File: config.mk
export PLATFORM = sky130hd
export DESIGN_NAME = spi_master
export DESIGN_NICKNAME = d
export VERILOG_FILES = /design/src/rtl/spi_pkg.sv /design/src/rtl/spi_clk_div.sv /design/src/rtl/spi_master.sv
export SDC_FILE = /design/constraint.sdc
export NUM_CORES = 1
export LEC_CHECK = 0
export CORE_MARGIN = 10
export CORE_UTILIZATION = 45
export CTS_CLUSTER_SIZE = 8
export DETAILED_ROUTE_END_ITERATION = 16
export PLACE_DENSITY = 0.68
export SLEW_MARGIN = 20
export SYNTH_ARGS = -nofsm -noshare
export SYNTH_HDL_FRONTEND = slang
export SYNTH_SLANG_ARGS = --single-unit
File: constraint.sdc
create_clock -name clk -period 2.1 [get_ports clk]
set_input_delay 0.42 -clock clk [delete_from_list [all_inputs] [get_ports clk]]
set_output_delay 0.42 -clock clk [all_outputs]
set_load 0.01 [all_outputs]
File: src/rtl/spi_pkg.sv
// Shared SPI definitions for spi_master and spi_slave: FSM states, widths and mode constants.
package spi_pkg;

    typedef enum logic [2:0] {
        IDLE,
        SETUP,
        SHIFT,
        HOLD,
        DONE
    } spi_state_e;

    localparam int SPI_DATA_W    = 8;
    localparam int SPI_BIT_CNT_W = 3;

    // Mode 0: sck idles low, data sampled on the rising sck edge
    localparam logic CPOL = 1'b0;
    localparam logic CPHA = 1'b0;

endpackage

File: src/rtl/spi_clk_div.sv
// Half-period tick generator for the SPI master; the count restarts whenever en drops.
module spi_clk_div #(
    parameter int CLK_DIV = 4
) (
    input  logic clk,
    input  logic rst,
    input  logic en,
    output logic tick
);

    localparam logic [7:0] LAST = 8'(CLK_DIV - 1);

    logic [7:0] cnt;

    always_ff @(posedge clk or negedge rst) begin
        if (!rst) begin
            cnt <= '0;
        end else if (!en || cnt == LAST) begin
            cnt <= '0;
        end else begin
            cnt <= cnt + 8'd1;
        end
    end

    assign tick = en && (cnt == LAST);

endmodule

File: src/rtl/spi_master.sv
// Byte-wide mode-0 SPI master with start/done handshake.
// Define SPI_MASTER_LSB_FIRST_EN to send and receive LSB first; timing is unchanged.
module spi_master
    import spi_pkg::*;
#(
    parameter int CLK_DIV = 4,
    parameter int DATA_W  = SPI_DATA_W
) (
    input  logic              clk,
    input  logic              rst,
    input  logic              start,
    input  logic [DATA_W-1:0] din,
    output logic [DATA_W-1:0] dout,
    output logic              busy,
    output logic              done,
    output logic              ss,
    output logic              sck,
    output logic              mosi,
    input  logic              miso
);

    spi_state_e state, state_next;

    logic                     tick;
    logic                     div_en;
    logic                     last_fall;
    logic [SPI_BIT_CNT_W-1:0] bit_cnt;
    logic [DATA_W-1:0]        shreg;
    logic [DATA_W-1:0]        shift_in;
    logic                     next_bit;
    logic                     first_bit;

`ifdef SPI_MASTER_LSB_FIRST_EN
    assign shift_in  = {miso, shreg[DATA_W-1:1]};
    assign next_bit  = shreg[0];
    assign first_bit = din[0];
`else
    assign shift_in  = {shreg[DATA_W-2:0], miso};
    assign next_bit  = shreg[DATA_W-1];
    assign first_bit = din[DATA_W-1];
`endif

    assign div_en = (state == SETUP) || (state == SHIFT) || (state == HOLD);
    assign busy   = div_en;
    assign done   = (state == DONE);

    spi_clk_div #(.CLK_DIV(CLK_DIV)) u_clk_div (
        .clk  (clk),
        .rst  (rst),
        .en   (div_en),
        .tick (tick)
    );

    always_ff @(posedge clk or negedge rst) begin
        if (!rst) begin
            state <= IDLE;
        end else begin
            state <= state_next;
        end
    end

    // SHIFT ends one low half-period after the 8th falling edge, giving 16 half-periods in SHIFT
    always_comb begin
        state_next = state;
        case (state)
            IDLE:    if (start) state_next = SETUP;
            SETUP:   if (tick) state_next = SHIFT;
            SHIFT:   if (tick && !sck && last_fall) state_next = HOLD;
            HOLD:    if (tick) state_next = DONE;
            DONE:    state_next = start ? SETUP : IDLE;
            default: state_next = IDLE;
        endcase
    end

    always_ff @(posedge clk or negedge rst) begin
        if (!rst) begin
            ss        <= 1'b1;
            sck       <= CPOL;
            mosi      <= 1'b0;
            dout      <= '0;
            shreg     <= '0;
            bit_cnt   <= '0;
            last_fall <= 1'b0;
        end else begin
            case (state)
                IDLE, DONE: begin
                    if (start) begin
                        shreg     <= din;
                        ss        <= 1'b0;
                        mosi      <= first_bit;
                        bit_cnt   <= '0;
                        last_fall <= 1'b0;
                    end
                end
                SETUP: begin
                    if (tick) begin
                        sck   <= 1'b1;
                        shreg <= shift_in;
                    end
                end
                SHIFT: begin
                    if (tick) begin
                        if (sck) begin
                            sck <= 1'b0;
                            if (bit_cnt == '1) begin
                                last_fall <= 1'b1;
                            end else begin
                                bit_cnt <= bit_cnt + SPI_BIT_CNT_W'(1);
                                mosi    <= next_bit;
                            end
                        end else if (!last_fall) begin
                            sck   <= 1'b1;
                            shreg <= shift_in;
                        end
                    end
                end
                HOLD: begin
                    if (tick) begin
                        ss   <= 1'b1;
                        mosi <= 1'b0;
                        dout <= shreg;
                    end
                end
                default: ;
            endcase
        end
    end

endmodule
* Yosys cells after proc, flatten, opt, wreduce, memory -nomap -nowiden
Cells that the tools add are included.
Storage, ports and cells: register bits after elaboration 34, latch bits 0, bits in writable memories 0, ROM bits 0, input port bits 12, output and inout port bits 13, word-level logic and storage cells 86, memories kept 0
Operators by class: add/subtract/negate cells 2, multiply operators 0, divide/modulo/power cells 0, magnitude comparators 0, eq/ne operators 17, shift operators 0, muxes and demuxes 35, bitwise gates (word level) 0, reduce and logical (&&, ||, !) cells 23
Operator list (count):
- $mux W8 | 6
- $mux W3 | 8
- $pmux W8 S3 | 1
- $ne A2 B2 Y1 const B | 9
- $pmux W3 S5 | 1
- $mux W1 | 14
- $reduce_and A6 Y1 | 2
- $reduce_and A5 Y1 | 2
- $add A8 B1 Y8 const B | 1
- $eq A8 B2 Y1 const B | 1
- $eq A3 B2 Y1 const B | 2
- $eq A3 B3 Y1 const B | 2
- $pmux W1 S2 | 3
- $pmux W3 S2 | 1
- $reduce_and A3 Y1 | 2
- $reduce_bool A2 Y1 | 3
- $reduce_bool A3 Y1 | 2
- $ne A2 B1 Y1 const B | 2
- $reduce_and A4 Y1 | 1
- $add A3 B1 Y3 const B | 1
- $eq A3 B1 Y1 const B | 1
- $logic_and A1 B1 Y1 | 3
- $logic_not A3 Y1 | 1
- $logic_or A1 B1 Y1 | 3
- 4 further kinds | 5

* Longest topological paths before layout
Gate-level depths: netlist (run 1).
word-level depth 8, mapped depth 6, mapped depth without buffers 6

* Hierarchy
From an unflattened synthesis (run 1), not the netlist that was laid out.
Unflattened totals: cell total of the unflattened synthesis 150, area total of the unflattened synthesis 1712.9 um^2
By module, submodules not included:
- spi_master | times used 1, cells each 111, area each 1313.8 um^2, sequential area each 651.9 um^2
- spi_clk_div | times used 1, cells each 39, area each 399.1 um^2, sequential area each 200.2 um^2

* Worst setup path before layout (run 1)
OpenSTA, ideal clock, no wires.
path type register -> register, start register state[0], end register shreg[0], library setup time 125 ps, data arrival time 1681 ps, data required time 1975 ps, setup slack 294 ps, stages on the path, launching flop included 6, path buffers 1, period minus slack after synthesis 1806 ps, cells stage by stage dfrtp_1 clkbuf_8 nand2b_1 a21oi_4 mux2_2 mux2_2
Between the ends: longest elaborated chain between the ends 6, elaborated cells on any way between the ends 17, those cells by class 9 x eq/ne; 1 x mux; 7 x reduce/logical
RTL lines:
- start, declared | RTL line spi_master.sv:22 | spi_state_e state, state_next;
- start signal, assigned | RTL line spi_master.sv:58 | state <= state_next;
- $eq A3 B1 Y1 / $eq A3 B2 Y1 (equally long branches) | RTL line spi_master.sv:43, spi_master.sv:85
- $logic_or A1 B1 Y1 (2 in series) | RTL line spi_master.sv:43 | assign div_en = (state == SETUP) || (state == SHIFT) || (state == HOLD);
- $logic_and A1 B1 Y1 | RTL line spi_clk_div.sv:25 | assign tick = en && (cnt == LAST);
- $ne A2 B2 Y1 (no line)
- $reduce_and A6 Y1 (no line)
- end signal, assigned | RTL line spi_master.sv:88 | shreg <= din;
- end signal, assigned | RTL line spi_master.sv:98 | shreg <= shift_in;
- end signal, assigned | RTL line spi_master.sv:113 | shreg <= shift_in;
- end, declared | RTL line spi_master.sv:28 | logic [DATA_W-1:0] shreg;
Parallel ways exist; a longest one is shown, timed or not. A chain may end at the register's enable or synchronous reset.

* Final worst setup path (run 1)
start register state[1], end output done
Between the ends: longest elaborated chain between the ends 1
RTL lines:
- $eq A3 B3 Y1 | RTL line spi_master.sv:45 | assign done = (state == DONE);
- end, declared | RTL line spi_master.sv:15 | output logic done,
No other way between the ends.

==> run metrics, run 1 <==
status=finished clean; Synth Warn #=0; Syn Nets=153; Synth Instances=138; Pwr Density=1530 nW/um^2; die width=81.8 um; Die Y=81.8 um; Avg Inst Size Synth=12.5 sq um; CP cell instances=nor2_4 -> and2_1 -> clkdlybuf4s50_1; via count=1197; routed len/inst=15.4 um; WHS Endpoint=ss; TritonCTS Sinks=34; R2R setup slack=130 ps; Max Buffers Root-to-Sink=2; hold crit path type=register to register; Seq cells post-synth=34; RR Startpoint=state[0]; reg2reg path depth=4; fraction of registers with async set/reset=1.00; Max Cap Viol=0; # IOs=25; Initial DRC Count=38; max-slew violations=0; GRT Util Overall=0.113; die area=6690 sq um; htree depth=2; worst path required time=1680 ps; hold path cells=2; leakage=0.953 nW; first-pass GRT wire length=5.92 mm; Post-CTS Hold Buffers=0; share of cells above drive strength 1=0.311; Placement Cell Area=2050 sq um; slowest CP cell=clkdlybuf4s50_1; PortBufs=24; setup violators final=0; vias in the first global route=1260; final WL=3.47 mm; clock latency at the later pin of the worst-skew pair=290 ps; Layout area overhead=28.7%; largest net degree at the start of global routing=35; ant diodes=0; Worst Skew=8.16 ps; CTS buffer count=5; Routed Antenna Nets=0; Placed Instances=215; r2r endpoint=shreg[3]; Critical Path AT=1610 ps; Final Wtd Congestion=0.812; CTS tree=done; Root Driver=clkbuf_8; Total Power=3.38 mW; Post-synth top flop=dfrtp_1; Final Critical Period=2030 ps; Peak VDD IR=0.740 mV; Critical Path Start Type=register; Std-Cell Rows=22; CP endpoint kind=output port; Slew HR=0.711; Post-Syn Area=1720 sq um; worst-margin pin slew=434 ps; initial antenna violation count=0; Post-Layout Cell Count=225; crit path max fanout=8; HPWL Detailed=2.49 mm; Hold Path Origin=ss; Post-synth EDFFs=0; Fin. Hold Viols=0; Final Cycle Share=0.966; fin nets=191; post-synthesis cell type count=39; fmax=0.493 GHz; max incr delay on CP=530 ps; initial core utilization=0.466; register area share after synthesis=0.496; total global routing overflow=0; Hold Slack=464 ps; DRC=0; cell area after layout=2210 sq um; clock-pin slew on the worst setup and hold paths=70 ps; Crit Path Class=register to output port; pre-CTS setup slack=-77.7 ps; CORE AREA=3690 sq um; vias per inst=5.32; TritonRoute pass-1 iters=4; Setup WS post-layout=71.3 ps
==> timing repair <==
item / in CTS / in global routing
setup buffers: 0 / 2
endpoints found under the setup margin: 2 / 2
resized for setup: 2 / 1
==> layout by cell type, fill, tap and decap left out, types with 2 or more instances in the layout <==
master and n:
nor2_1 10, and3_1 3, bufinv_16 2, a22o_1 2
xor2_1 6, nor4_4 2, a21oi_1 3, and2_1 2
ha_1 3, nand2_1 8, o21ai_0 6, mux2_2 23
clkbuf_8 6, nor2b_1 2, buf_4 11, clkdlybuf4s50_1 24
nand3_1 6, o31ai_1 2, dfrtp_1 32, nand2b_1 2
==> cell usage after synthesis, types with 2 or more instances <==
cell type	instances	area, sq um
dfrtp_1	33	826
o31ai_1	2	15.0
xor2_1	6	52.6
nand2_1	8	30.0
nor4_4	2	42.5
a22o_1	2	17.5
and3_1	3	18.8
and2_1	2	12.5
a21oi_1	3	15.0
nor2_1	11	41.3
nand3_1	6	30.0
nand2b_1	2	12.5
buf_4	2	15.0
ha_1	3	37.5
nor2b_1	2	12.5
mux2_2	23	259
o21ai_0	6	30.0
==> kinds of logic after synthesis <==
group           share of synthesized area
simple gates                        0.158
fa+ha+maj                          0.0218
flops                               0.496
compound gates                      0.100
mux                                 0.163
xor+xnor                           0.0357
buf+inv                            0.0255
==> through the flow <==
step           TNS, ps   util
2_1_floorplan        0      -
4_1_cts              0  0.596
3_5_place_dp      -549  0.555
6_report             0  0.600
5_1_grt          -3.03  0.600
3_3_place_gp      -428  0.555
==> per-layer routing <==
| metal | GRT usage | share of wire | up-vias | routed length [um] |
|---|---|---|---|---|
| met2 | 0.177 | 0.49 | 15 | 1710 |
| met3 | 0.0393 | 0.035 | 5 | 123 |
| met5 | 0 | 0 | - | 0 |
| li1 | - | - | 572 | - |
| met1 | 0.140 | 0.46 | 605 | 1580 |
| met4 | 0.0459 | 0.014 | 0 | 47 |
==> cell type report <==
cell class	instances	area (sq um)
Sequential cell	34	853
Multi-Input combinational cell	99	831
Clock buffer	6	82.6
Inverter	1	3.75
Fill cell	311	1480
Tap cell	48	60.1
Timing Repair Buffer	35	323
Clock inverter	2	60.1
==> state kept, by name, summed over array words and instances (netlist names), 3 cells and up <==
signal	count
bit_cnt	3
u_clk_div.cnt	8
dout	8
shreg	8
state	3
==> power breakdown <==
part | internal, mW | total [mW] | switching [mW] | leakage, nW
Combinational | 0.855 | 1.49 | 0.632 | 0.462
Sequential | 0.916 | 1.15 | 0.231 | 0.419
Clock | 0.506 | 0.744 | 0.237 | 0.0714
Total | 2.28 | 3.38 | 1.10 | 0.953
==> how the worst max path moves through the flow <==
stage	start	to	slack, ps	cells after the start
6_report	state[1]	done	70	3
5_1_grt	state[1]	done	-3	3
4_1_cts	state[1]	done	20	3
3_5_place_dp	start	shreg[3]	-80	5
3_3_place_gp	start	shreg[4]	-50	5
2_1_floorplan	state[0]	shreg[0]	290	5
==> worst max-delay path, delay by kind of cell (launching register included) <==
family	cells	cell delay (ps)
and+or+nand+nor	2	320
buffers and inverters	1	530
DFF	1	470
No activity file was read; power rests on OpenSTA's default activity.
==> run 2: changes to the inputs <==
--- a/config.mk
+++ b/config.mk
@@ -7,3 +7,2 @@
 export LEC_CHECK = 0
-export CORE_MARGIN = 10
 export CORE_UTILIZATION = 45
@@ -11,2 +10,3 @@
 export DETAILED_ROUTE_END_ITERATION = 16
+export HOLD_SLACK_MARGIN = 0.15
 export PLACE_DENSITY = 0.68
--- a/constraint.sdc
+++ b/constraint.sdc
@@ -3,2 +3,2 @@
 set_output_delay 0.42 -clock clk [all_outputs]
-set_load 0.01 [all_outputs]
+set_load 0.05 [all_outputs]
==> run 2 against run 1 <==
  * Final cell count shrank 1.8%
  * Critical path depth shrank 2
  * Via count grew 0.67%
  * Setup slack gained 10 ps
  * Clock power shrank 22%
  * Fmax grew 0.49%
  * First-iteration DRC count grew 74%
  * Largest cell class unchanged
==> run metrics, run 2 (synthesized netlist as in run 1, its figures left out) <==
Psw=1.42 mW; worst-margin pin slew=541 ps; clock-pin slew on the worst setup and hold paths=70 ps; utilization after layout=0.589; Bufs and invs on worst path=1; # Post-CTS Setup Buffers=0; Pwr Density=1640 nW/um^2; Critical Path Start Type=register; commonest non-fill, non-tap cell in the layout=dfrtp_1; Clock power frac=0.164; Total Power=3.53 mW; Placement Cell Area=2050 sq um; HPWL Detailed=2.38 mm; switching share of power=0.404; htree depth=2; final WL=3.32 mm; Worst Skew=6.45 ps; Root Driver=clkbuf_8; Final Critical Period=2020 ps; Largest regs=dout x8, shreg x8, u_clk_div.cnt x8; DRC=0; die width=63.8 um; Critical Path AT=1600 ps; CORE AREA=3660 sq um; Peak VDD IR=0.880 mV; Final Cycle Share=0.961; TritonCTS Sinks=34; vias in the first global route=1246; Top delay family on crit path=buffers and inverters; Cell Int Power=2.10 mW; R2R setup slack=140 ps; CP endpoint kind=output port; fmax=0.495 GHz; Layout area overhead=25.4%; Max Cap Viol=0; worst path required time=1680 ps; Routed Antenna Nets=0; max-slew violations=0; Slew HR=0.639; first-pass GRT wire length=5.75 mm; total global routing overflow=0; PortBufs=24; initial antenna violation count=0; sequential power share=0.321; Crit Path Class=register to output port; Die Y=63.8 um; GRT Util Overall=0.186; TritonRoute pass-1 iters=4; fin nets=187; CTS tree=done; Comb power frac=0.515; leakage=0.925 nW; max incr delay on CP=790 ps; Final Wtd Congestion=0.838; Initial DRC Count=66; largest net degree at the start of global routing=35; Max Buffers Root-to-Sink=2; Std-Cell Rows=22; # IOs=25; slowest CP cell=clkdlybuf4s50_1; share of cells above drive strength 1=0.289; routed len/inst=15.0 um; vias per inst=5.45; Post-CTS Hold Buffers=0; CTS resizes=0; ant diodes=0; cell area after layout=2160 sq um; Post-Layout Cell Count=221; status=finished clean; Placed Instances=213; via count=1205; hold crit path type=register to register; clock latency at the later pin of the worst-skew pair=280 ps; setup violators final=0; CP cell instances=clkdlybuf4s50_1; RSZ-0062 raised after global routing=false; most frequent cells in the layout=dfrtp_1 (33), mux2_2 (23), clkdlybuf4s50_1 (21); die area=4070 sq um; CTS buffer count=5; Fin. Hold Viols=0; crit path max fanout=2; initial core utilization=0.470
==> run 2: routing by layer <==
| metal | share of wire | GRT usage |
|---|---|---|
| met1 | 0.46 | 0.235 |
| met2 | 0.48 | 0.294 |
| met3 | 0.033 | 0.0429 |
| met4 | 0.023 | 0.102 |
| met5 | 0 | 0 |
==> run 2: metrics by stage <==
stage          worst slack, ps  TNS, ps  hold WS, ps
2_1_floorplan              284        0          124
5_1_grt                   49.2        0          503
4_1_cts                   66.3        0          464
3_3_place_gp             -56.6     -446          451
3_5_place_dp             -91.4     -683          453
6_report                  81.2        0          461
==> run 2: power by group through the flow <==
stage               clock [mW]  combinational, mW  sequential (mW)
floorplan                    0               1.03             1.43
global placement             0               1.78             1.13
detailed placement           0               1.82             1.14
CTS                      0.594               1.83             1.14
global route             0.614               1.94             1.18
finish                   0.577               1.82             1.13
==> run 2: final timing paths <==
check / start / to / cells after the start
max: ss / ss / 1
min: ss / ss / 2
max reg2reg: state[1] / shreg[3] / 4
min reg2reg: ss / ss / 2
max in group asynchronous: rst / ss / 2
min in group asynchronous: rst / state[0] / 2
==> run 2: cell type report <==
cell class / count / area [sq um]
sequential: 34 / 852
multi-input combinational: 99 / 823
tap: 48 / 60.1
fill: 326 / 1510
inverter: 1 / 3.75
timing repair buffer: 31 / 310
clock buffer: 7 / 76.3
clock inverter: 1 / 30.0
